## src/rtl/reg_file_sb.sv

```systemverilog
// reg_file_sb: two-write / two-read register file with write-first bypass
// and a per-register pending scoreboard. Port 1 wins same-address write
// collisions; an issue to an address wins over a writeback clear to it.
module reg_file_sb #(
    parameter int DATA_W   = 32,
    parameter int ADDR_W   = 5,
    parameter int ZERO_REG = 1
) (
    input  logic              clk,
    input  logic              rst_n,
    input  logic [ADDR_W-1:0] ra1,
    input  logic [ADDR_W-1:0] ra2,
    output logic [DATA_W-1:0] rd1,
    output logic [DATA_W-1:0] rd2,
    output logic              rbusy1,
    output logic              rbusy2,
    input  logic              we0,
    input  logic [ADDR_W-1:0] wa0,
    input  logic [DATA_W-1:0] wd0,
    input  logic              we1,
    input  logic [ADDR_W-1:0] wa1,
    input  logic [DATA_W-1:0] wd1,
    input  logic              issue_v,
    input  logic [ADDR_W-1:0] issue_a,
    output logic [ADDR_W:0]   busy_cnt
);

    localparam int DEPTH = 2 ** ADDR_W;
    localparam int CNT_W = ADDR_W + 1;

    logic [DATA_W-1:0] rf_q [DEPTH];
    logic [DATA_W-1:0] rf_d [DEPTH];
    logic [DEPTH-1:0]  pend_q, pend_d;
    logic [CNT_W-1:0]  cnt_q, cnt_d;

    logic              wen0, wen1, iss_en;
    logic [ADDR_W-1:0] ra   [2];
    logic [DATA_W-1:0] rd_v [2];
    logic              rb_v [2];

    // Qualify write/issue enables: register 0 is hard-wired when ZERO_REG=1
    always_comb begin
        wen0   = we0     && !((ZERO_REG != 0) && (wa0     == '0));
        wen1   = we1     && !((ZERO_REG != 0) && (wa1     == '0));
        iss_en = issue_v && !((ZERO_REG != 0) && (issue_a == '0));
    end

    // Read ports: reset/zero-reg force 0, then port-1 bypass, port-0 bypass, array
    always_comb begin
        ra[0] = ra1;
        ra[1] = ra2;
        for (int unsigned p = 0; p < 2; p++) begin
            rd_v[p] = rf_q[ra[p]];
            rb_v[p] = pend_q[ra[p]];
            if (!rst_n || ((ZERO_REG != 0) && (ra[p] == '0))) begin
                rd_v[p] = '0;
                rb_v[p] = 1'b0;
            end else begin
                if (wen1 && (wa1 == ra[p])) begin
                    rd_v[p] = wd1;
                    rb_v[p] = 1'b0;
                end else if (wen0 && (wa0 == ra[p])) begin
                    rd_v[p] = wd0;
                    rb_v[p] = 1'b0;
                end
            end
        end
        rd1    = rd_v[0];
        rd2    = rd_v[1];
        rbusy1 = rb_v[0];
        rbusy2 = rb_v[1];
    end

    // Next-state: writes (port 1 last so it wins), clears, then issue set so it wins
    always_comb begin
        rf_d   = rf_q;
        pend_d = pend_q;
        if (wen0) begin
            rf_d[wa0]   = wd0;
            pend_d[wa0] = 1'b0;
        end
        if (wen1) begin
            rf_d[wa1]   = wd1;
            pend_d[wa1] = 1'b0;
        end
        if (iss_en) begin
            pend_d[issue_a] = 1'b1;
        end
        cnt_d = '0;
        for (int unsigned i = 0; i < DEPTH; i++) begin
            cnt_d = cnt_d + CNT_W'(pend_d[i[ADDR_W-1:0]]);
        end
    end

    // State registers with asynchronous active-low reset
    always_ff @(posedge clk or negedge rst_n) begin
        if (!rst_n) begin
            for (int unsigned i = 0; i < DEPTH; i++) begin
                rf_q[i[ADDR_W-1:0]] <= '0;
            end
            pend_q <= '0;
            cnt_q  <= '0;
        end else begin
            rf_q   <= rf_d;
            pend_q <= pend_d;
            cnt_q  <= cnt_d;
        end
    end

    assign busy_cnt = cnt_q;

endmodule

```

## config.mk

```make
export PLATFORM = sky130hd
export DESIGN_NAME = reg_file_sb
export DESIGN_NICKNAME = d
export VERILOG_FILES = /design/src/rtl/reg_file_sb.sv
export SDC_FILE = /design/constraint.sdc
export NUM_CORES = 2
export LEC_CHECK = 0
export BUFFER_PORTS_ARGS = -buffer_cell sky130_fd_sc_hd__buf_2
export CAP_MARGIN = 20
export CELL_PAD_IN_SITES_DETAIL_PLACEMENT = 1
export CELL_PAD_IN_SITES_GLOBAL_PLACEMENT = 1
export CORE_MARGIN = 4
export CORE_UTILIZATION = 30
export CTS_CLUSTER_SIZE = 20
export DETAILED_ROUTE_END_ITERATION = 7
export PLACE_DENSITY = 0.57
export SLEW_MARGIN = 20
export SYNTH_ARGS = -nofsm -noshare
export SYNTH_HDL_FRONTEND = slang
export SYNTH_SLANG_ARGS = --single-unit
export TNS_END_PERCENT = 50
```

## constraint.sdc

```tcl
create_clock -name clk -period 6.3 [get_ports clk]
set_input_delay 0.315 -clock clk [delete_from_list [all_inputs] [get_ports clk]]
set_output_delay 0.315 -clock clk [all_outputs]
set_load 0.01 [all_outputs]
```

==> flow_summary.yaml <==
critical_path:
  worst-setup-path-type: "flip-flop to flip-flop"
  worst_r2r_startpoint: "pend_q[25]"
  critical_path_peak_fanout: 3
  crit_path_start_kind: "flip-flop"
  worstPathArrival_ns: 6.05
  worst-r2r-cell-count: 17
  critPathRequiredTime_ns: 6.99
  regToRegEndpoint: "busy_cnt[4]"
  timing.reg2reg.setup_slack_ns: 0.94
  end_kind: "flip-flop"
logic_synthesis:
  async_reset_ff_share_pct: 100
  synth_enable_flop_cells: 0
  syn-mean-instance-area_um2: 10.2
  synth_top_family_by_area: "multiplexers"
  synth_simple_gate_area_share_pct: 9.38
  ys_ff_latch: 1062
  yosys_warnings: 0
  synth_compound_area_share_pct: 12.6
  post_synth_xor_area_fraction_pct: 0.297
  synth.area.mux_share_pct: 32.1
  largest_cells_by_area_after_synthesis: "sky130_fd_sc_hd__dfrtp_1 39%, sky130_fd_sc_hd__mux2i_1 18%, sky130_fd_sc_hd__mux4_2 14%, sky130_fd_sc_hd__a21oi_1 4.6%, sky130_fd_sc_hd__nor2_1 4.1%"
  netlist-cell-type-count: 62
  seq_total_area_yosys_pct: 39.2
  netlist_area_um2: 67800
  yosys.area.top_type_share_pct: 39.2
  synthesis.nets: 6766
  yosys.area_share.adder_pct: 0.837
  synth_area_leader_cell: "sky130_fd_sc_hd__dfrtp_1"
  synthesis.instances: 6641
  synth-main-ff-cell: "sky130_fd_sc_hd__dfrtp_1"
hold_path:
  worst_hold_path.num_cells: 4
  hold_path_end: "rf_q[957]"
  hp-start: "wd1[29]"
  hold_class: "input port to flip-flop"
clocking:
  cts-root-to-sink-buffers: 3
  cts_sinks: 1062
  tritoncts_clock_tree: "built"
  tritoncts.num_buffers: 133
  clock_slew_at_the_register_clock_pins_of_the_worst_setup_and_hold_paths_ns: 0.06
  clock_tree.root_cell: "sky130_fd_sc_hd__clkbuf_16"
  cts_setup_buffers: 0
  cts.htree.levels: 4
  clk_latency_ns: 0.81
timing:
  setup_viol: 0
  worst-slew-pin-transition_ns: 1.18
  layout_worst_path_cycle_share_pct: 85.1
  timing.setup.tns_ns: 0
  setup_repair_after_global_routing_missed_its_margin: "no"
  hold_violations: 0
  final.setup.worst_slack_ns: 0.939
  report.final.slew_viol_count: 0
  slew_headroom_pct: 21.0
  fin_skew_ns: 0.0329
  final.min_clock_period_ns: 5.36
  max_freq_ghz: 0.187
cells_and_area:
  most_frequent_standard_cell_in_the_layout_excluding_fill_and_tap_cells: "sky130_fd_sc_hd__mux2i_1"
  layout-area-overhead-vs-synth_pct: 11.3
  final_cell_mix: "1,199 x sky130_fd_sc_hd__mux2i_1, 1,062 x sky130_fd_sc_hd__dfrtp_1, 706 x sky130_fd_sc_hd__nor2_1"
  final_layout_size_suffix_gt1_share_pct: 17.7
  final_nets: 6425
pwr:
  seq_power_share_pct: 39.6
  power.internal_w: 0.0170
  comb_power_share_pct: 29.7
  totalPowerFinal_w: 0.0258
  p_sw_w: 0.00880
  power.clock.fraction_pct: 30.7
  peakVddDrop_mv: 0.316
  cellLeakagePower_nw: 31.9
  switching_fraction_of_total_power_pct: 34.2
  pd_cells_nw_per_um2: 341
status:
  outcome: "complete, no violations"
routing:
  firstDrtPassIters: 6
  violation_count_after_the_first_detailed_routing_iteration: 6221
  viasPerCell: 5.99
  ant_nets: 0
  drc: 0
  avgRoutedWirePerCell_um: 34.5
  routed_vias: 56400
  routed_wl_um: 325000
floorplan:
  initial_utilization_pct: 30.2
  floorplan.die.height_um: 484
  rows: 174
  floorplan.die_area_um2: 234000
  io_pins: 166
  die_w_um: 484
  core-area_um2: 225000
grt:
  largest_net_degree_at_the_start_of_global_routing: 168
  number_of_antenna_violations_at_the_first_check_in_global_routing: 35
  gr-usage-all-layers_pct: 27.0
  grt_first_pass_wirelength_um: 459000
  number_of_global_route_vias_before_repair: 57400
  overflow: 0
placement:
  preCtsSetupSlack_ns: 0.266
  final_weighted_congestion_in_routability_driven_placement: 0.888
  dp_hpwl_um: 197000
  port_buffers: 165
job:
  max_cap_violations: 0
==> cell usage after synthesis, types with 34 or more instances <==
cell type and count:
sky130_fd_sc_hd__nand2_1 562, sky130_fd_sc_hd__a21oi_1 624, sky130_fd_sc_hd__a32oi_1 46, sky130_fd_sc_hd__o221ai_1 36, sky130_fd_sc_hd__mux2i_1 1199, sky130_fd_sc_hd__buf_2 166, sky130_fd_sc_hd__mux4_2 430, sky130_fd_sc_hd__buf_4 57
sky130_fd_sc_hd__dfrtp_1 1062, sky130_fd_sc_hd__clkbuf_1 510, sky130_fd_sc_hd__nand3_1 37, sky130_fd_sc_hd__nor2_1 733, sky130_fd_sc_hd__nor2b_1 47, sky130_fd_sc_hd__o21ai_1 48, sky130_fd_sc_hd__buf_1 105, sky130_fd_sc_hd__a31oi_1 65
sky130_fd_sc_hd__inv_1 51, sky130_fd_sc_hd__a22oi_1 126, sky130_fd_sc_hd__o21ai_0 412, sky130_fd_sc_hd__and3_1 34
==> power by group through the flow <==
stage               Sequential (W)  Combinational [W]  Clock [W]
global route                0.0104            0.00839    0.00833
global placement            0.0101            0.00743          0
detailed placement          0.0102            0.00756          0
CTS                         0.0101            0.00764    0.00806
finish                      0.0102            0.00766    0.00792
floorplan                  0.00962            0.00562          0
==> kinds of logic (layout without fill, tap and decap cells) <==
family,count (synthesis),count (layout)
xor gates and xnor gates,23,23
muxes,1635,1635
AOI/OAI and AO/OA,1477,1477
other,0,18
and+or+nand+nor,1515,1515
buffers and inverters,898,659
DFF,1062,1062
adders and majority gates,31,31
==> cell type report <==
cell class / count / area (µm²)
timing repair buffer: 370 / 2620
inverter: 52 / 198
multi-input combinational: 4681 / 37900
antenna: 18 / 45.0
fill: 24800 / 149000
sequential: 1062 / 26600
clock buffer: 206 / 4090
tap: 2992 / 3740
clock inverter: 31 / 304
==> how the worst max path moves through the flow <==
stage / from / end / slack, ns / cells after the start
2_1_floorplan: wa0[4] / busy_cnt[4] / 0.45 / 20
3_3_place_gp: wa1[4] / busy_cnt[4] / 0.25 / 22
3_5_place_dp: wa1[4] / busy_cnt[4] / 0.27 / 22
4_1_cts: pend_q[25] / busy_cnt[4] / 0.94 / 17
5_1_grt: pend_q[25] / busy_cnt[4] / 0.76 / 17
6_report: pend_q[25] / busy_cnt[4] / 0.94 / 17
==> per-layer routing <==
| metal | wire length, µm | vias to the layer above | track usage, % | part of all wire [%] |
|---|---|---|---|---|
| met4 | 20700 | 16 | 14.9 | 6.4 |
| li1 | - | 23300 | - | - |
| met2 | 152000 | 2517 | 43.6 | 47 |
| met3 | 22600 | 776 | 5.21 | 7.0 |
| met1 | 130000 | 29700 | 34.1 | 40 |
| met5 | 99 | - | 0 | 0.030 |
==> flip-flops by register name (all words and copies together) (netlist names) <==
| register | count |
|---|---|
| rf_q | 1024 |
| busy_cnt | 6 |
| pend_q | 32 |
==> critical path, cell delays in order (launching register included) <==
cell                      delay (ns)
sky130_fd_sc_hd__dfrtp_1        0.39
sky130_fd_sc_hd__nand2_1        0.10
sky130_fd_sc_hd__o21ai_0        0.27
sky130_fd_sc_hd__inv_1          0.11
sky130_fd_sc_hd__fa_1           0.58
sky130_fd_sc_hd__fa_1           0.47
sky130_fd_sc_hd__fa_1           0.50
sky130_fd_sc_hd__inv_1          0.06
sky130_fd_sc_hd__fa_1           0.54
sky130_fd_sc_hd__inv_1          0.05
sky130_fd_sc_hd__fa_1           0.45
sky130_fd_sc_hd__fa_1           0.50
sky130_fd_sc_hd__inv_1          0.05
sky130_fd_sc_hd__ha_1           0.20
sky130_fd_sc_hd__fa_1           0.46
sky130_fd_sc_hd__a21o_1         0.19
sky130_fd_sc_hd__a21oi_1        0.17
sky130_fd_sc_hd__xnor2_1        0.16
==> repair_timing <==
action,4_1_cts,5_1_grt
gates resized for setup,0,0
hold endpoints to repair,58,0
hold buffers,2,0
==> through the flow <==
step / hold slack (ns) / instance area, µm² / util [%] / cells
2_1_floorplan: 0.0194 / 67800 / - / 6641
3_3_place_gp: 0.332 / 71000 / 31.6 / 9153
3_5_place_dp: 0.330 / 71100 / 31.6 / 9155
4_1_cts: 0.00374 / 75500 / 33.6 / 9394
5_1_grt: 0.0469 / 75500 / 33.6 / 9403
6_report: 0.0548 / 75500 / 33.6 / 9412
(Power assumes the default switching activity.)
